File: src/rtl/palette_pkg.sv
// Shared pipe-5 definitions: palette word width, default FIFO depth, RGB888 pixel type.
// Latency: n/a (types and constants only).
// Backpressure: n/a.
package palette_pkg;

    localparam int PALETTE_DATA_W      = 24;
    localparam int PALETTE_FIFO_ADDR_W = 3;

    // Palette-resolved pixel as handed between pipe-5 stages.
    typedef struct packed {
        logic [7:0] r;
        logic [7:0] g;
        logic [7:0] b;
    } rgb888_t;

endpackage

File: src/rtl/palette_fifo_mem.sv
// Palette FIFO storage: 2**ADDR_W x DATA_W array, one write port, one registered read port.
// Latency: read data appears one cycle after rd_en; writes land on the same edge.
// Backpressure: none; the caller only issues legal reads/writes.
//
// Ports: clk, reset (async active-low, read register only), clr (sync zero of read register),
//        wr_en/wr_addr/wr_data, rd_en/rd_addr, rd_data (registered).
module palette_fifo_mem
    import palette_pkg::*;
#(
    parameter int DATA_W = PALETTE_DATA_W,
    parameter int ADDR_W = PALETTE_FIFO_ADDR_W
) (
    input  logic              clk,
    input  logic              reset,
    input  logic              clr,
    input  logic              wr_en,
    input  logic [ADDR_W-1:0] wr_addr,
    input  logic [DATA_W-1:0] wr_data,
    input  logic              rd_en,
    input  logic [ADDR_W-1:0] rd_addr,
    output logic [DATA_W-1:0] rd_data
);

    // No reset on the array so it can map onto block RAM.
    logic [DATA_W-1:0] mem [2**ADDR_W];

    always_ff @(posedge clk) begin
        if (wr_en) begin
            mem[wr_addr] <= wr_data;
        end
    end

    // Output register is resettable; a same-address write in the same cycle
    // is not forwarded, so the read returns the old word.
    always_ff @(posedge clk or negedge reset) begin
        if (!reset) begin
            rd_data <= '0;
        end else if (clr) begin
            rd_data <= '0;
        end else if (rd_en) begin
            rd_data <= mem[rd_addr];
        end
    end

endmodule

File: src/rtl/palette_fifo_sync.sv
// Single-clock palette FIFO between palette lookup and scan-out, with level and thresholds.
// Latency: 1 cycle write-to-readable, 1 cycle read_en-to-data_out/out_valid.
// Backpressure: writes refused when full (unless a read is accepted the same cycle); reads ignored when empty.
//
// Ports: clk, reset (async active-low), flush (sync clear), write_en/data_in, read_en,
//        data_out (held) + out_valid pulse, level, empty, full, almost_empty, almost_full,
//        overflow/underflow (sticky, only when PALETTE_FIFO_ERR_EN is defined).
module palette_fifo_sync
    import palette_pkg::*;
#(
    parameter int DATA_W        = PALETTE_DATA_W,
    parameter int ADDR_W        = PALETTE_FIFO_ADDR_W,
    parameter int AFULL_THRESH  = 6,
    parameter int AEMPTY_THRESH = 2
) (
    input  logic              clk,
    input  logic              reset,
    input  logic              flush,
    input  logic              write_en,
    input  logic [DATA_W-1:0] data_in,
    input  logic              read_en,
    output logic [DATA_W-1:0] data_out,
    output logic              out_valid,
    output logic [ADDR_W:0]   level,
    output logic              empty,
    output logic              full,
    output logic              almost_empty,
    output logic              almost_full
`ifdef PALETTE_FIFO_ERR_EN
    ,
    output logic              overflow,
    output logic              underflow
`endif
);

    localparam logic [ADDR_W:0] AF_T = AFULL_THRESH[ADDR_W:0];
    localparam logic [ADDR_W:0] AE_T = AEMPTY_THRESH[ADDR_W:0];

    // MSB of each pointer is the wrap bit; low bits address storage.
    logic [ADDR_W:0] wr_ptr;
    logic [ADDR_W:0] rd_ptr;
    logic            rd_acc;
    logic            wr_acc;

    assign level        = wr_ptr - rd_ptr;
    assign empty        = (wr_ptr == rd_ptr);
    assign full         = (wr_ptr[ADDR_W-1:0] == rd_ptr[ADDR_W-1:0]) &&
                          (wr_ptr[ADDR_W] != rd_ptr[ADDR_W]);
    assign almost_empty = (level <= AE_T);
    assign almost_full  = (level >= AF_T);

    // A write into a full FIFO is fine when a read frees a slot on the same edge.
    assign rd_acc = read_en & ~empty;
    assign wr_acc = write_en & (~full | rd_acc);

    always_ff @(posedge clk or negedge reset) begin
        if (!reset) begin
            wr_ptr    <= '0;
            rd_ptr    <= '0;
            out_valid <= 1'b0;
        end else if (flush) begin
            wr_ptr    <= '0;
            rd_ptr    <= '0;
            out_valid <= 1'b0;
        end else begin
            if (wr_acc) begin
                wr_ptr <= wr_ptr + 1'b1;
            end
            if (rd_acc) begin
                rd_ptr <= rd_ptr + 1'b1;
            end
            out_valid <= rd_acc;
        end
    end

    palette_fifo_mem #(
        .DATA_W (DATA_W),
        .ADDR_W (ADDR_W)
    ) u_mem (
        .clk     (clk),
        .reset   (reset),
        .clr     (flush),
        .wr_en   (wr_acc & ~flush),
        .wr_addr (wr_ptr[ADDR_W-1:0]),
        .wr_data (data_in),
        .rd_en   (rd_acc & ~flush),
        .rd_addr (rd_ptr[ADDR_W-1:0]),
        .rd_data (data_out)
    );

`ifdef PALETTE_FIFO_ERR_EN
    always_ff @(posedge clk or negedge reset) begin
        if (!reset) begin
            overflow  <= 1'b0;
            underflow <= 1'b0;
        end else if (flush) begin
            overflow  <= 1'b0;
            underflow <= 1'b0;
        end else begin
            if (write_en & ~wr_acc) begin
                overflow <= 1'b1;
            end
            if (read_en & empty) begin
                underflow <= 1'b1;
            end
        end
    end
`endif

endmodule

File: config.mk
export PLATFORM = sky130hd
export DESIGN_NAME = palette_fifo_sync
export DESIGN_NICKNAME = d
export VERILOG_FILES = /design/src/rtl/palette_pkg.sv /design/src/rtl/palette_fifo_mem.sv /design/src/rtl/palette_fifo_sync.sv
export SDC_FILE = /design/constraint.sdc
export NUM_CORES = 1
export LEC_CHECK = 0
export CAP_MARGIN = 5
export CORE_ASPECT_RATIO = 0.8
export CORE_MARGIN = 2
export CORE_UTILIZATION = 60
export CTS_CLUSTER_SIZE = 8
export DETAILED_ROUTE_END_ITERATION = 10
export PLACE_DENSITY = 0.88
export SLEW_MARGIN = 20
export SYNTH_ARGS = -nofsm -noshare
export SYNTH_HDL_FRONTEND = slang
export SYNTH_HIERARCHICAL = 1
export SYNTH_SLANG_ARGS = --single-unit
export TNS_END_PERCENT = 50
File: constraint.sdc
create_clock -name clk -period 6.6 [get_ports clk]
set_input_delay 1.32 -clock clk [delete_from_list [all_inputs] [get_ports clk]]
set_output_delay 1.32 -clock clk [all_outputs]
set_load 0.01 [all_outputs]
==> results by group <==
Placed design
  – Gpl congestion: 0.877
  – PortBufs: 61
  – HPWL after DPL: 9.93 mm
  – Place WS: 2.56 ns

Yosys
  – Async SR Flop Fraction: 0.147
  – Synth top area share: 0.648
  – Netlist cell types: 41
  – Largest area contributor in the netlist: edfxtp_1
  – Synth Area per Inst: 17.9 um^2
  – Count of flip-flops with a built-in enable after synthesis: 192
  – Mapped Area: 8900 um^2
  – Primary FF master, synth: edfxtp_1
  – Synth warn: 6
  – Cells after Synth: 497
  – Register area share after synthesis: 0.741
  – Yosys reg bits: 225
  – Synth Net Count: 532
  – Main area contributors after synthesis: edfxtp_1, dfrtp_1, mux2_2

STA
  – Final slew viol count: 0
  – Final TNS setup: 0 ns
  – RSZ-0062 raised after global routing: no
  – Final worst slack: 2.37 ns
  – Final Cycle Share: 0.641
  – Slew at the pin closest to its max-slew limit: 1.12 ns
  – Hold Slack: 0.484 ns
  – Clock skew: 0.0128 ns
  – Hold Fails Final Rpt: 0
  – Slew Limit Headroom: 0.254
  – Max Fclk: 236 MHz
  – Final min period: 4.23 ns
  – Setup violations, final: 0

Finish
  – Fillers: 793
  – Post-layout nets: 617
  – Share of layout cells above drive strength 1: 0.238
  – Final core utilization: 0.744
  – N_diodes: 0
  – P&R area growth vs syn: 20.3%

Clocking
  – H-tree levels: 2
  – Worst skew pair latency: 0.48 ns
  – Clk pin slew, worst setup/hold paths: 0.05 ns
  – TritonCTS buffer count: 34
  – Max Buffers Root-to-Sink: 3
  – Post-CTS Setup Inserts: 0
  – CTS tree: built
  – Clock sink total: 225
  – Hold_buf cts: 0
  – Root Driver: clkbuf_16
  – Number of gates resized after CTS: 0

GRT
  – GR Overflow Total: 0
  – GRT Util Overall: 0.251
  – Layer with the highest usage: met2
  – Met1 layer usage reported by global route: 0.335
  – First-pass GRT wire length: 29.7 mm
  – GR Util met2: 0.411
  – Vias in the first global route: 5289
  – Initial antenna violation count: 0
  – Met3 usage: 0.0584
  – Largest net degree at the start of global routing: 45

Min path
  – Worst min-delay path category: flop to flop
  – Hold Path Cell Cnt: 2

Power and ir drop
  – Max VDD drop: 0.273 mV
  – PwrDens: 335 nW/um^2
  – Post-layout power: 3.58 mW
  – Leak: 3.67 nW

Routing
  – Routed length per instance: 24.0 um
  – Drt pass-1 iters: 7
  – Post-DR vias/cell: 6.29
  – Routed vias: 4956
  – Residual DRC: 4
  – ANT nets after route: 0
  – Total wire length: 18.9 mm
  – 1st-iter DRT viols: 428

Floorplanning
  – Core area: 14400 um^2
  – # IOs: 62
  – Row cnt: 39
  – DIE AREA: 15800 um^2
  – Initial Util: 0.618
  – Die Wd: 140 um
  – Chip Height: 113 um

Flow run
  – Max-cap viol count: 0

Worst setup path
  – FF-to-FF path depth: 7
  – CP startpoint kind: flop
  – Worst-path fanout max: 35
  – Arrival time at the worst endpoint: 2.91 ns
  – Worst Setup End Kind: output port
  – Setup CP Type: flop to output port
  – WP data required: 5.28 ns

Status
  – Status: finished, violations left
  – Failing checks: design-rule violations
kinds of logic (layout without fill, tap and decap cells):
| logic type | after synthesis | after routing | synth area share |
|---|---|---|---|
| AOI/OAI and AO/OA | 60 | 60 | 0.0509 |
| xor gates and xnor gates | 3 | 3 | 0.00295 |
| adders and majority gates | 6 | 6 | 0.00928 |
| buffers and inverters | 32 | 139 | 0.0221 |
| DFF | 225 | 225 | 0.741 |
| muxes | 78 | 78 | 0.129 |
| and+or+nand+nor | 93 | 93 | 0.0453 |
power breakdown:
group	internal [mW]	switching, mW
Sequential	1.58	0.0374
Clock	1.02	0.564
Combinational	0.195	0.181
layout by cell type, fill, tap and decap left out, types with 3 or more instances in the layout:
| cell type | count |
|---|---|
| o22ai_1 | 23 |
| clkbuf_1 | 20 |
| o31ai_2 | 4 |
| nand2b_1 | 4 |
| nor2_2 | 6 |
| nor2b_1 | 6 |
| o31ai_1 | 20 |
| clkbuf_16 | 37 |
| ha_1 | 5 |
| dfrtp_1 | 32 |
| buf_4 | 12 |
| clkdlybuf4s50_1 | 60 |
| edfxtp_1 | 192 |
| mux4_2 | 24 |
| nor2_1 | 33 |
| inv_1 | 8 |
| mux2_2 | 52 |
| nand2_1 | 30 |
| a21oi_1 | 3 |
cell type report:
type	instances	area, um^2	share of cell area
Clock inverter	1	8.76	0.000818
Multi-Input combinational cell	240	2150	0.201
Clock buffer	57	1000	0.0935
Sequential cell	225	6600	0.616
Timing Repair Buffer	73	696	0.0650
Inverter	8	30.0	0.00280
Tap cell	184	230	0.0215
registers in the layout, indices dropped and copies added (netlist names):
register and flops:
u_mem/mem 192, u_mem/rd_data 24, wr_ptr 4, rd_ptr 4
out_valid 1
path summary, 6_finish.rpt:
kind / from / to / slack [ns]
min in group asynchronous: reset / u_mem/rd_data[23] / 0.96
max: rd_ptr[0] / almost_empty / 2.37
max reg2reg: rd_ptr[0] / u_mem/mem[4][6] / 3.22
min: u_mem/rd_data[21] / u_mem/rd_data[21] / 0.48
max in group asynchronous: reset / rd_ptr[0] / 4.99
min reg2reg: u_mem/rd_data[21] / u_mem/rd_data[21] / 0.48
worst max-delay path: stages, from the launching register on:
cell             delay (ns)
dfrtp_4                0.69
ha_1                   0.31
fa_1                   0.50
inv_1                  0.07
a221oi_2               0.25
clkdlybuf4s50_1        0.59
stage by stage:
| step | instance area [um^2] | cells |
|---|---|---|
| global placement | 9700 | 730 |
| global route | 10700 | 788 |
| detailed placement | 9700 | 730 |
| finish | 10700 | 788 |
| floorplan | 8900 | 497 |
| CTS | 10700 | 788 |
layer usage:
metal  vias to the layer above  routed length, um
met1                      2507               7450
met3                        50               1650
li1                       2122                  -
met4                         0                516
met2                       277               9310
met5                         -                  0
cell usage after synthesis (3+ instances only):
master and n:
a21oi_1 3, buf_2 8, buf_4 4, clkbuf_1 8, dfrtp_1 33, edfxtp_1 192, ha_1 5, inv_1 8
mux2_2 52, mux4_2 24, nand2_1 30, nand2b_1 5, nor2_1 40, nor2b_1 6, nor3_1 3, o22ai_1 23
o31ai_1 20, o31ai_2 4
No activity file was read; power rests on OpenSTA's default activity.
